[src/rtl/uart_pkg.sv]
// uart_pkg
// Shared definitions for the UART transceiver (TX and RX paths).
//   - tx_state_e         : transmit frame FSM states
//   - PAR_EVEN / PAR_ODD : encodings of the PAR_TYP input
//   - DEFAULT_DATA_WIDTH : data bits per frame unless overridden
//   - PRESCALE_WIDTH     : width of the bit-period (prescale) value
// Optional feature macro used by the TX path: UART_TX_PARITY_EN.
package uart_pkg;

    localparam int DEFAULT_DATA_WIDTH = 8;
    localparam int PRESCALE_WIDTH     = 5;

    localparam logic PAR_EVEN = 1'b0;
    localparam logic PAR_ODD  = 1'b1;

    typedef enum logic [2:0] {
        IDLE,
        START,
        DATA,
        PARITY,
        STOP
    } tx_state_e;

endpackage

[src/rtl/uart_tx_frame_if.sv]
// uart_tx_frame_if
// Parallel request side and serial output of the UART transmitter.
//   P_DATA     : byte to send, sampled on acceptance
//   Data_Valid : request to send P_DATA, honoured only while idle
//   PAR_EN     : append a parity bit (sampled on acceptance)
//   PAR_TYP    : 0 = even, 1 = odd parity (sampled on acceptance)
//   prescale   : bit period minus one, in clock cycles
//   TX_OUT     : serial line, idle high
//   Busy       : a frame is in progress
// Modports: master = requester side, slave = transmitter side.
interface uart_tx_frame_if
    import uart_pkg::*;
#(
    parameter int DATA_WIDTH = DEFAULT_DATA_WIDTH
);

    logic [DATA_WIDTH-1:0]     P_DATA;
    logic                      Data_Valid;
    logic                      PAR_EN;
    logic                      PAR_TYP;
    logic [PRESCALE_WIDTH-1:0] prescale;
    logic                      TX_OUT;
    logic                      Busy;

    modport master (
        output P_DATA,
        output Data_Valid,
        output PAR_EN,
        output PAR_TYP,
        output prescale,
        input  TX_OUT,
        input  Busy
    );

    modport slave (
        input  P_DATA,
        input  Data_Valid,
        input  PAR_EN,
        input  PAR_TYP,
        input  prescale,
        output TX_OUT,
        output Busy
    );

endinterface

[src/rtl/uart_tx_bit_timer.sv]
// uart_tx_bit_timer
// Bit-period counter for the UART transmitter. Counts 0..prescale while
// enabled and pulses bit_done for one cycle on the last cycle of each bit,
// so every bit lasts prescale+1 clock cycles.
//   CLK      : system clock
//   RST      : asynchronous active-high reset
//   enable   : count while high; held at zero otherwise
//   prescale : latched bit period minus one
//   bit_done : single-cycle pulse marking the final cycle of a bit
module uart_tx_bit_timer
    import uart_pkg::*;
(
    input  logic                      CLK,
    input  logic                      RST,
    input  logic                      enable,
    input  logic [PRESCALE_WIDTH-1:0] prescale,
    output logic                      bit_done
);

    logic [PRESCALE_WIDTH-1:0] count_q;

    assign bit_done = enable && (count_q == prescale);

    // Clearing on bit_done starts the next bit from zero; clearing while
    // disabled guarantees the first bit of a frame gets its full period.
    always_ff @(posedge CLK or posedge RST) begin
        if (RST) begin
            count_q <= '0;
        end else if (!enable || bit_done) begin
            count_q <= '0;
        end else begin
            count_q <= count_q + 1'b1;
        end
    end

endmodule

[src/rtl/uart_tx_frame.sv]
// uart_tx_frame
// UART transmitter: accepts one parallel word per handshake while idle and
// sends start bit, data bits LSB first, optional parity bit and one stop bit.
// Each bit lasts prescale+1 clock cycles.
//   CLK : system clock, rising edge
//   RST : asynchronous active-high reset (line returns high, Busy low)
//   bus : uart_tx_frame_if.slave (P_DATA, Data_Valid, PAR_EN, PAR_TYP,
//         prescale in; TX_OUT, Busy out, both registered)
// Build option: define UART_TX_PARITY_EN to include the parity state and
// parity logic. Without it PAR_EN/PAR_TYP are ignored and every frame is
// DATA_WIDTH+2 bits.
module uart_tx_frame
    import uart_pkg::*;
#(
    parameter int DATA_WIDTH = DEFAULT_DATA_WIDTH
)
(
    input  logic             CLK,
    input  logic             RST,
    uart_tx_frame_if.slave   bus
);

    localparam int CNT_W = (DATA_WIDTH > 1) ? $clog2(DATA_WIDTH) : 1;

    tx_state_e state_q;
    tx_state_e state_d;

    logic [DATA_WIDTH-1:0]     data_q;
    logic [PRESCALE_WIDTH-1:0] prescale_q;
    logic [CNT_W-1:0]          bit_cnt_q;
    logic [CNT_W-1:0]          bit_cnt_d;
    logic                      accept;
    logic                      bit_done;
    logic                      tx_q;
    logic                      tx_d;
    logic                      busy_q;
    logic                      busy_d;

`ifdef UART_TX_PARITY_EN
    logic par_en_q;
    logic par_typ_q;
    logic parity_bit;

    assign parity_bit = (par_typ_q == PAR_ODD) ? ~(^data_q) : (^data_q);
`else
    logic par_inputs_unused;

    assign par_inputs_unused = bus.PAR_EN ^ bus.PAR_TYP;
`endif

    assign bus.TX_OUT = tx_q;
    assign bus.Busy   = busy_q;

    uart_tx_bit_timer u_bit_timer (
        .CLK      (CLK),
        .RST      (RST),
        .enable   (state_q != IDLE),
        .prescale (prescale_q),
        .bit_done (bit_done)
    );

    // Frame parameters are captured only at acceptance so that anything the
    // requester changes mid-frame cannot disturb the frame on the line.
    always_ff @(posedge CLK or posedge RST) begin
        if (RST) begin
            data_q     <= '0;
            prescale_q <= '0;
`ifdef UART_TX_PARITY_EN
            par_en_q   <= 1'b0;
            par_typ_q  <= PAR_EVEN;
`endif
        end else if (accept) begin
            data_q     <= bus.P_DATA;
            prescale_q <= bus.prescale;
`ifdef UART_TX_PARITY_EN
            par_en_q   <= bus.PAR_EN;
            par_typ_q  <= bus.PAR_TYP;
`endif
        end
    end

    // State, bit index and the registered line outputs.
    always_ff @(posedge CLK or posedge RST) begin
        if (RST) begin
            state_q   <= IDLE;
            bit_cnt_q <= '0;
            tx_q      <= 1'b1;
            busy_q    <= 1'b0;
        end else begin
            state_q   <= state_d;
            bit_cnt_q <= bit_cnt_d;
            tx_q      <= tx_d;
            busy_q    <= busy_d;
        end
    end

    // Next state and next bit index. A bit only ends on bit_done, so every
    // state other than IDLE holds for exactly one bit period per step.
    always_comb begin
        state_d   = state_q;
        bit_cnt_d = bit_cnt_q;
        accept    = 1'b0;

        case (state_q)
            IDLE: begin
                if (bus.Data_Valid) begin
                    accept  = 1'b1;
                    state_d = START;
                end
            end
            START: begin
                if (bit_done) begin
                    state_d   = DATA;
                    bit_cnt_d = '0;
                end
            end
            DATA: begin
                if (bit_done) begin
                    if (bit_cnt_q == CNT_W'(DATA_WIDTH - 1)) begin
`ifdef UART_TX_PARITY_EN
                        state_d = par_en_q ? PARITY : STOP;
`else
                        state_d = STOP;
`endif
                    end else begin
                        bit_cnt_d = bit_cnt_q + 1'b1;
                    end
                end
            end
`ifdef UART_TX_PARITY_EN
            PARITY: begin
                if (bit_done) begin
                    state_d = STOP;
                end
            end
`endif
            STOP: begin
                if (bit_done) begin
                    state_d = IDLE;
                end
            end
            default: begin
                state_d = IDLE;
            end
        endcase
    end

    // Line value is decoded from the state being entered, so the registered
    // output changes on the same edge as the state with no extra latency.
    always_comb begin
        tx_d   = 1'b1;
        busy_d = (state_d != IDLE);

        case (state_d)
            START:  tx_d = 1'b0;
            DATA:   tx_d = data_q[bit_cnt_d];
`ifdef UART_TX_PARITY_EN
            PARITY: tx_d = parity_bit;
`endif
            default: tx_d = 1'b1;
        endcase
    end

endmodule

[src/flat_wrapper.sv]
// flat-port wrapper written by rule: the top's interface ports become plain ports
module uart_tx_frame_flat import uart_pkg::*;
#(
    parameter int DATA_WIDTH = DEFAULT_DATA_WIDTH
)
  (CLK, RST, bus_P_DATA, bus_Data_Valid, bus_PAR_EN, bus_PAR_TYP, bus_prescale, bus_TX_OUT, bus_Busy);
  uart_tx_frame_if #(.DATA_WIDTH(DATA_WIDTH)) bus_i ();
  input  logic CLK;
  input  logic RST;
  input wire logic [$bits(bus_i.P_DATA)-1:0] bus_P_DATA;
  input wire logic [$bits(bus_i.Data_Valid)-1:0] bus_Data_Valid;
  input wire logic [$bits(bus_i.PAR_EN)-1:0] bus_PAR_EN;
  input wire logic [$bits(bus_i.PAR_TYP)-1:0] bus_PAR_TYP;
  input wire logic [$bits(bus_i.prescale)-1:0] bus_prescale;
  output wire logic [$bits(bus_i.TX_OUT)-1:0] bus_TX_OUT;
  output wire logic [$bits(bus_i.Busy)-1:0] bus_Busy;
  assign bus_i.P_DATA = bus_P_DATA;
  assign bus_i.Data_Valid = bus_Data_Valid;
  assign bus_i.PAR_EN = bus_PAR_EN;
  assign bus_i.PAR_TYP = bus_PAR_TYP;
  assign bus_i.prescale = bus_prescale;
  assign bus_TX_OUT = bus_i.TX_OUT;
  assign bus_Busy = bus_i.Busy;
  uart_tx_frame #(.DATA_WIDTH(DATA_WIDTH)) u_core (.CLK(CLK), .RST(RST), .bus(bus_i));
endmodule
[config.mk]
export PLATFORM = sky130hd
export DESIGN_NAME = uart_tx_frame_flat
export DESIGN_NICKNAME = d
export VERILOG_FILES = /design/src/rtl/uart_pkg.sv /design/src/rtl/uart_tx_frame_if.sv /design/src/rtl/uart_tx_bit_timer.sv /design/src/rtl/uart_tx_frame.sv /design/src/flat_wrapper.sv
export SDC_FILE = /design/constraint.sdc
export NUM_CORES = 1
export LEC_CHECK = 0
export ABC_AREA = 0
export CAP_MARGIN = 20
export CORE_ASPECT_RATIO = 1.2
export CORE_MARGIN = 4
export CORE_UTILIZATION = 55
export DETAILED_ROUTE_END_ITERATION = 16
export GPL_ROUTABILITY_DRIVEN = 0
export PLACE_DENSITY_LB_ADDON = 0.1
export REMOVE_ABC_BUFFERS = 1
export SLEW_MARGIN = 20
export SYNTH_ARGS = -nofsm -noshare
export SYNTH_HDL_FRONTEND = slang
export SYNTH_SLANG_ARGS = --single-unit
export TNS_END_PERCENT = 10
[constraint.sdc]
create_clock -name CLK -period 3.55 [get_ports CLK]
set_input_delay 0.71 -clock CLK [delete_from_list [all_inputs] [get_ports CLK]]
set_output_delay 0.71 -clock CLK [all_outputs]
set_load 0.01 [all_outputs]
* Word level (Yosys, flattened, before mapping) *
Cells that the tools add are included.

storage, ports and cells
  bits in registers = 26
  input port bits = 18
  output and inout bits = 2
  logic and storage cells = 39

operators by class
  $add $sub $neg = 2
  magnitude comparators = 1
  equal/unequal tests = 7
  multiplexer cells = 16
  reduce and logical (&&, ||, !) cells = 6

operators by type and width
  operator             number
  $mux 3               8
  $pmux 3 s4           1
  $eq 3x1->1 const B   2
  $eq 3x2->1 const B   2
  $eq 3x3->1 const B   2
  $pmux 3 s2           1
  $reduce_bool 3->1    2
  $add 5x1->5 const B  1
  $eq 5x5->1           1
  $mux 5               1
  $lt 3x4->1 const B   1
  $add 3x1->3 const B  1
  $bmux 1 s3           1
  $logic_not 3->1      1
  $mux 1               3
  $pmux 1 s2           1
  $logic_and 1x1->1    1
  $logic_not 1->1      1
  $logic_or 1x1->1     1

* Depth between registers and ports, before layout *
Gate-level depths: netlist (run 1).

  depth after elaboration = 7
  gate-level depth with buffers = 8
  mapped depth without buffers = 8

* Hierarchy *
A second synthesis (run 1) with hierarchy kept.

unflattened totals
  cell total of the unflattened synthesis = 98
  area, all modules = 1,241.2 sq um

by module, submodules not included
  module             instances  cells each  area an instance (sq um)  sequential area each (sq um)
  uart_tx_frame      1          69          945.9                     526.8
  uart_tx_bit_timer  1          29          295.3                     125.1

* Worst setup path before layout (run 1) *
Ideal clock, no wire load.

  path kind = register -> register
  start = reg u_core.bit_cnt_q[1]
  end = reg u_core.tx_q, in the netlist u_core.bus.TX_OUT
  library setup time = 0.092 ns
  arrival = 1.815 ns
  data required time = 3.458 ns
  setup slack = 1.643 ns
  stages on the path, launching flop included = 9
  cells stage by stage = dfrtp_1 -> ha_1 -> nand2_1 -> and3_1 -> and3_2 -> nor2_2 -> a2111oi_0 -> a311o_1 -> a31oi_1

on the way
  word-level cells in the longest chain between the ends = 7
  elaborated cells on any way between the ends = 14
  those cells by class = add/sub: 1; eq/ne: 3; mux: 10

ends and longest elaborated chain
  what                                              line                                        source
  from (decl)                                       uart_tx_frame.sv:30                         logic [CNT_W-1:0] bit_cnt_q;
  from (signal assigned)                            uart_tx_frame.sv:91                         bit_cnt_q <= bit_cnt_d;
  $add 3x1->3 / $eq 3x3->1 (equally long branches)  uart_tx_frame.sv:126, uart_tx_frame.sv:119
  $mux 3                                            uart_tx_frame.sv:119                        if (bit_cnt_q == CNT_W'(DATA_WIDTH - 1)) begin
  $mux 3                                            uart_tx_frame.sv:118                        if (bit_done) begin
  $pmux 3 s2                                        uart_tx_frame.sv:104                        case (state_q)
  $bmux 1 s3                                        uart_tx_frame.sv:156                        DATA: tx_d = data_q[bit_cnt_d];
  $mux 1 (implied by the code)                      uart_tx_frame.sv:156
  $pmux 1 s2 *                                      uart_tx_frame.sv:154                        case (state_d)
  named net u_core.tx_d                             uart_tx_frame.sv:35                         logic tx_d;
  to (signal assigned)                              uart_tx_frame.sv:92                         tx_q <= tx_d;
  to (decl)                                         uart_tx_frame.sv:34                         logic tx_q;

The timed path passes the listed nets; every way through them passes the cells marked *. The select of a mux whose other input is x is not followed.
A chain may end at the register's enable or synchronous reset.

* Worst setup path in the final report (run 1) *
Ends and elaborated chain as after synthesis.

==> flow_metrics.py, run 1 <==
metrics = {
    "timing": {
        "skew_ns": 0.006594,
        "period_minus_slack_ns": 2.284,
        "rsz0062_at_grt": "no",
        "max_freq_ghz": 0.4378,
        "tightest_slew_ns": 0.8968,
        "setup_viol": 0,
        "drv_slew": 0,
        "hold_violations": 0,
        "relSlewSlack_pct": 39.84,
        "fin_crit_sh_pct": 64.35,
        "hold_ws_ns": 0.5147,
        "final.setup.tns_ns": 0,
    },
    "power": {
        "p_per_area_nw_per_um2": 796.7,
        "sw_frac_of_total_pct": 38.17,
        "p_comb_share_pct": 45.7,
        "power.leakage_nw": 0.6735,
        "internal-power_uw": 772.9,
        "p_clk_share_pct": 10.3,
        "p_sw_uw": 477.1,
        "power_mw": 1.250,
        "peakVddDrop_uv": 504.4,
        "p_seq_share_pct": 44.0,
    },
    "clock_network": {
        "cts_made_buffers": 3,
        "clkLatencyLatePin_ns": 0.32,
        "htreeDepth": 1,
        "cts-root-buf": "clkbuf_4",
        "clock-sinks": 26,
        "cts_tree": "built",
        "post_cts.repair.setup_buffers": 0,
        "clk_pin_slew_ns": 0.13,
        "cts_resized": 0,
        "cts_hold_buf": 0,
        "clockBufferDepth": 2,
    },
    "grt": {
        "grt_max_degree": 27,
        "grt_overflow_total": 0,
        "gr-usage-all-layers_pct": 17.46,
        "grt_pass1_wl_mm": 4.064,
        "grt_pass1_vias": 978,
        "grt_antenna_before_repair": 0,
    },
    "placement": {
        "post_dp_cell_area_sq_um": 1543,
        "portBuffers": 17,
        "place_hpwl_mm": 1.869,
    },
    "setup_path": {
        "start_kind": "flop",
        "arrival_ns": 2.54,
        "startpoint": "u_core.bit_cnt_q[1]",
        "critPathMaxFanout": 8,
        "worstSetupPathType": "reg -> reg",
        "worst_ep_required_time_ns": 3.81,
        "r2r_start": "u_core.bit_cnt_q[1]",
        "end_kind": "flop",
    },
    "floorplanning": {
        "die_h_microns": 62.10,
        "start_util_pct": 58.17,
        "die_w_microns": 53.08,
        "core_sq_um": 2306,
        "rows": 19,
        "dieArea_sq_um": 3296,
        "io-pin-count": 20,
    },
    "finish": {
        "fill_cells": 179,
        "layout_commonest_cell": "dfrtp_1",
        "final_nets": 161,
        "post-route-util_pct": 68.04,
        "layout_common_cells": "dfrtp_1 (25), clkdlybuf4s50_1 (17), mux2_2 (13)",
        "multi_input_area_sq_um": 651.9,
        "register_area_sq_um": 651.9,
        "drive_gt1_share_pct": 20.71,
        "area_growth_pct": 16.98,
        "finish.instance_area_sq_um": 1569,
        "n_antenna_cell": 0,
    },
    "drt": {
        "wl_per_cell_microns": 14.21,
        "drt-total-wl_mm": 2.430,
        "drt_iter0_drc": 18,
        "routed_via_density": 5.544,
        "ant_nets": 0,
        "dr.pass1.iters": 4,
        "vias": 948,
        "post-route-drc-count": 0,
    },
    "synthesis": {
        "yosysWarnings": 0,
        "synth-seq-cells": 26,
        "synth-edff-count": 0,
        "synth-async-reset-ratio_pct": 100.0,
        "synth_top_area_share_pct": 46.64,
        "ys_top_cells_by_area": "dfrtp_1 (47%), mux2_2 (11%), xor2_1 (3.3%)",
        "synth_ff_type": "dfrtp_1",
        "yosysSeqAreaShare_pct": 48.60,
        "synthCells": 121,
        "yosysUniqueCellTypes": 45,
        "synth_top_area_cell": "dfrtp_1",
        "netlist_area_sq_um": 1341,
        "syn_area_per_cell_sq_um": 11.09,
    },
    "worst_hold_path": {
        "hp-start": "u_core.u_bit_timer.count_q[0]",
        "worstHoldPathType": "reg -> reg",
    },
    "flow_run": {
        "maxCapViolations": 0,
    },
    "outcome": {
        "status": "finished, final reports clean",
    },
}
## flip-flops by register name, indices dropped and copies added, names as in the netlist
register                    flops
u_core.bus.Busy                 1
u_core.bus.TX_OUT               1
u_core.prescale_q               5
u_core.bit_cnt_q                3
u_core.u_bit_timer.count_q      5
u_core.state_q                  3
u_core.data_q                   8
## through the flow
| step | worst slack (ns) | instances |
|---|---|---|
| after floorplan | 1.643 | 119 |
| after global placement | 1.306 | 167 |
| after detailed placement | 1.290 | 167 |
| after CTS | 1.268 | 171 |
| after global routing | 1.056 | 171 |
| final | 1.266 | 171 |
## cells in the mapped netlist, types with 2 or more instances
cell      instances
xor2_1            5
xnor2_1           3
nand3_1           2
mux2_2           13
inv_1             7
ha_1              2
o21ai_0           4
dfrtp_1          25
a21oi_1           4
a31o_2            2
a21o_1            4
nor2_1            5
and3_1            4
nand2_1           8
clkbuf_1          2
nor3_1            2
## power by group through the flow
stage	Sequential (mW)	Clock, mW	Combinational, mW
finish	0.551	0.128	0.571
floorplan	0.529	0	0.451
CTS	0.550	0.132	0.577
global route	0.569	0.145	0.633
global placement	0.550	0	0.551
detailed placement	0.558	0	0.574
## worst max-delay path, stage by stage, from the launching register on
cell and delay, ns:
dfrtp_1 0.52, ha_1 0.22, nand2_1 0.13, a211oi_1 0.43, o21ai_0 0.16, a21oi_1 0.16, a2111oi_0 0.08, a311o_1 0.34
a31oi_1 0.17
## cell families after synthesis
logic type / share of synthesized area [%]
simple gates: 16.98
flops: 48.60
compound gates: 13.62
mux: 10.91
buf+inv: 2.799
xor+xnor: 5.224
fa+ha+maj: 1.865
## final cells by class
cell class / count / area share, %
Clock buffer: 4 / 1.675
Sequential cell: 26 / 41.55
Multi-Input combinational cell: 85 / 41.55
Inverter: 8 / 1.914
Timing Repair Buffer: 17 / 10.85
Tap cell: 31 / 2.472
## per-layer routing
| layer | global-route usage [%] | wire [microns] | share of wire, % | up-vias |
|---|---|---|---|---|
| met3 | 2.864 | 73 | 3.0 | 5 |
| li1 | - | - | - | 474 |
| met5 | 0 | 0 | 0 | - |
| met4 | 9.124 | 38 | 1.6 | 0 |
| met1 | 20.37 | 1107 | 46 | 452 |
| met2 | 30.85 | 1211 | 50 | 17 |
## path summary, 6_finish.rpt
kind                                                      end  slack, ns  cells after the start
max in group asynchronous                 u_core.bit_cnt_q[1]       2.36                      2
min in group asynchronous                    u_core.data_q[1]       0.78                      2
worst min-delay path            u_core.u_bit_timer.count_q[0]       0.51                      1
worst min register to register  u_core.u_bit_timer.count_q[0]       0.51                      1
worst max-delay path                        u_core.bus.TX_OUT       1.27                      8
worst max register to register              u_core.bus.TX_OUT       1.27                      8
Power figures use the tool's default switching activity.
==> run 2: changes to the inputs <==
--- a/config.mk
+++ b/config.mk
@@ -9,7 +9,7 @@
 export CAP_MARGIN = 20
 export CORE_ASPECT_RATIO = 1.2
 export CORE_MARGIN = 4
-export CORE_UTILIZATION = 55
+export CORE_UTILIZATION = 47
 export DETAILED_ROUTE_END_ITERATION = 16
 export GPL_ROUTABILITY_DRIVEN = 0
 export PLACE_DENSITY_LB_ADDON = 0.1
==> constraint.sdc (replaced) <==
create_clock -name CLK -period 1.85 [get_ports CLK]
set_input_delay 0.37 -clock CLK [delete_from_list [all_inputs] [get_ports CLK]]
set_output_delay 0.37 -clock CLK [all_outputs]
set_load 0.01 [all_outputs]
==> run 2 against run 1 <==
The flow now finishes with violations (negative setup slack). Routed wire length increased by 22%. Clock-buffer cell count unchanged. Final cell count increased by 17%. Critical path depth decreased by 1. Largest cell class is now multi-input gates. Sequential power increased by 85%.
==> flow_metrics.py, run 2 (same netlist as run 1, synthesis figures left out) <==
metrics = {
    "power": {
        "peakVddDrop_uv": 906.7,
        "internal-power_mw": 1.855,
        "p_per_area_nw_per_um2": 1577,
        "p_clk_share_pct": 9.5,
        "p_comb_share_pct": 55.8,
        "power_mw": 2.932,
        "sw_frac_of_total_pct": 36.74,
        "power.leakage_nw": 0.8356,
        "p_sw_mw": 1.077,
        "p_seq_share_pct": 34.6,
    },
    "grt": {
        "grt_pass1_vias": 1211,
        "grt_pass1_wl_mm": 5.168,
        "grt_overflow_total": 0,
        "grt_antenna_before_repair": 0,
        "grt_max_degree": 27,
        "gr-usage-all-layers_pct": 17.33,
    },
    "timing": {
        "tightest_slew_ns": 0.3477,
        "rsz0062_at_grt": "yes",
        "max_freq_ghz": 0.4991,
        "fin_crit_sh_pct": 108.3,
        "relSlewSlack_pct": 76.62,
        "hold_violations": 0,
        "skew_ns": 0.002079,
        "setup_ws_ns": -0.1538,
        "setup_viol": 3,
        "drv_slew": 0,
        "period_minus_slack_ns": 2.004,
    },
    "finish": {
        "final_nets": 188,
        "n_antenna_cell": 0,
        "layout_common_cells": "buf_4 (26), dfrtp_1 (25), clkdlybuf4s50_1 (17)",
        "layout_commonest_cell": "buf_4",
        "post-route-util_pct": 70.76,
        "largest_reg_flops": 8,
        "area_growth_pct": 38.62,
        "largest-register": "u_core.data_q",
        "drive_gt1_share_pct": 38.92,
        "top_regs": "u_core.data_q (8), u_core.prescale_q (5), u_core.u_bit_timer.count_q (5)",
    },
    "setup_path": {
        "crit_slowest_cell": "or4b_4",
        "cp_slowest_stage_delay_ns": 0.49,
        "path_cells": "xor2_1, nor3_4, and3_4, inv_2, or4b_4, a21oi_4, or3_1",
        "start_kind": "flop",
        "worst-path-buf-inv": 1,
        "rrSetupSlack_ns": -0.15,
        "critPathTopFamily": "simple AND/OR/NAND/NOR gates",
        "rr_worst_depth": 7,
        "end_kind": "flop",
        "timing.rr.end": "u_core.bus.Busy",
        "r2r_start": "u_core.prescale_q[4]",
        "startpoint": "u_core.prescale_q[4]",
        "arrival_ns": 2.27,
        "worst_ep_required_time_ns": 2.11,
        "critPathMaxFanout": 5,
        "worstSetupPathType": "reg -> reg",
    },
    "floorplanning": {
        "die_h_microns": 66.52,
        "rows": 20,
        "die_w_microns": 56.77,
        "start_util_pct": 51.05,
        "io-pin-count": 20,
        "dieArea_sq_um": 3776,
        "core_sq_um": 2628,
    },
    "flow_run": {
        "maxCapViolations": 0,
    },
    "outcome": {
        "status": "complete, but fails checks",
        "failed_checks": "negative setup slack",
    },
    "clock_network": {
        "cts_hold_buf": 0,
        "clk_pin_slew_ns": 0.13,
        "clockBufferDepth": 2,
        "clkLatencyLatePin_ns": 0.31,
        "htreeDepth": 1,
        "cts_tree": "built",
        "clock-sinks": 26,
        "cts-root-buf": "clkbuf_4",
        "cts_made_buffers": 3,
    },
    "drt": {
        "drt-total-wl_mm": 2.972,
        "routed_via_density": 5.380,
        "ant_nets": 0,
        "vias": 1076,
        "wl_per_cell_microns": 14.86,
        "post-route-drc-count": 0,
        "dr.pass1.iters": 4,
        "drt_iter0_drc": 45,
    },
    "placement": {
        "portBuffers": 17,
        "place_hpwl_mm": 2.106,
    },
    "worst_hold_path": {
        "worstHoldPathType": "in -> async",
    },
}
-- run 2: timing repair --
item,CTS,global route
resized for setup,9,5
setup endpoints to repair,3,3
pin swaps,7,6
setup buffers,1,1
-- run 2: metrics by stage --
| step | worst slack [ns] | cells | hold slack (ns) | setup TNS [ns] | area, sq um |
|---|---|---|---|---|---|
| floorplan | -0.05699 | 119 | 0.4093 | -0.07340 | 1334 |
| global placement | -0.1312 | 194 | 0.5113 | -0.2309 | 1745 |
| detailed placement | -0.1713 | 194 | 0.5126 | -0.3534 | 1745 |
| CTS | -0.1452 | 199 | 0.4018 | -0.3199 | 1824 |
| global route | -0.2260 | 200 | 0.4171 | -0.5472 | 1859 |
| finish | -0.1538 | 200 | 0.3978 | -0.3134 | 1859 |
-- run 2: worst max path at each step --
stage | to | slack (ns) | depth (start not counted)
after floorplan | u_core.bus.TX_OUT | -0.06 | 8
after global placement | u_core.bus.TX_OUT | -0.13 | 8
after detailed placement | u_core.bus.TX_OUT | -0.17 | 8
after CTS | u_core.bus.Busy | -0.15 | 7
after global routing | u_core.bus.Busy | -0.23 | 7
final | u_core.bus.Busy | -0.15 | 7
-- run 2: worst min-delay path, stage by stage --
cell	delay, ns
clkdlybuf4s50_1	0.39
inv_1	0.05
buf_4	0.31
-- run 2: power by group through the flow --
| stage | clock, mW | sequential [mW] | combinational, mW |
|---|---|---|---|
| floorplan | 0 | 1.01 | 0.865 |
| global placement | 0 | 0.997 | 1.41 |
| detailed placement | 0 | 1.01 | 1.47 |
| CTS | 0.290 | 1.01 | 1.56 |
| global route | 0.310 | 1.05 | 1.79 |
| finish | 0.280 | 1.02 | 1.64 |
-- run 2: layout make-up --
| cell class | count | area [sq um] |
|---|---|---|
| multi-input cells | 85 | 714.4 |
| well taps | 33 | 41.29 |
| inverters | 8 | 30.03 |
| repair buffers | 44 | 385.4 |
| flip-flops and latches | 26 | 651.9 |
| fillers | 204 | 768.2 |
| clock buffers | 4 | 36.28 |
-- run 2: layer usage --
metal	vias up	share of wire, %	global-route usage, %
li1	526	-	-
met1	518	42	19.90
met2	27	52	32.37
met3	5	3.4	2.132
met4	0	2.1	6.957
met5	-	0	0
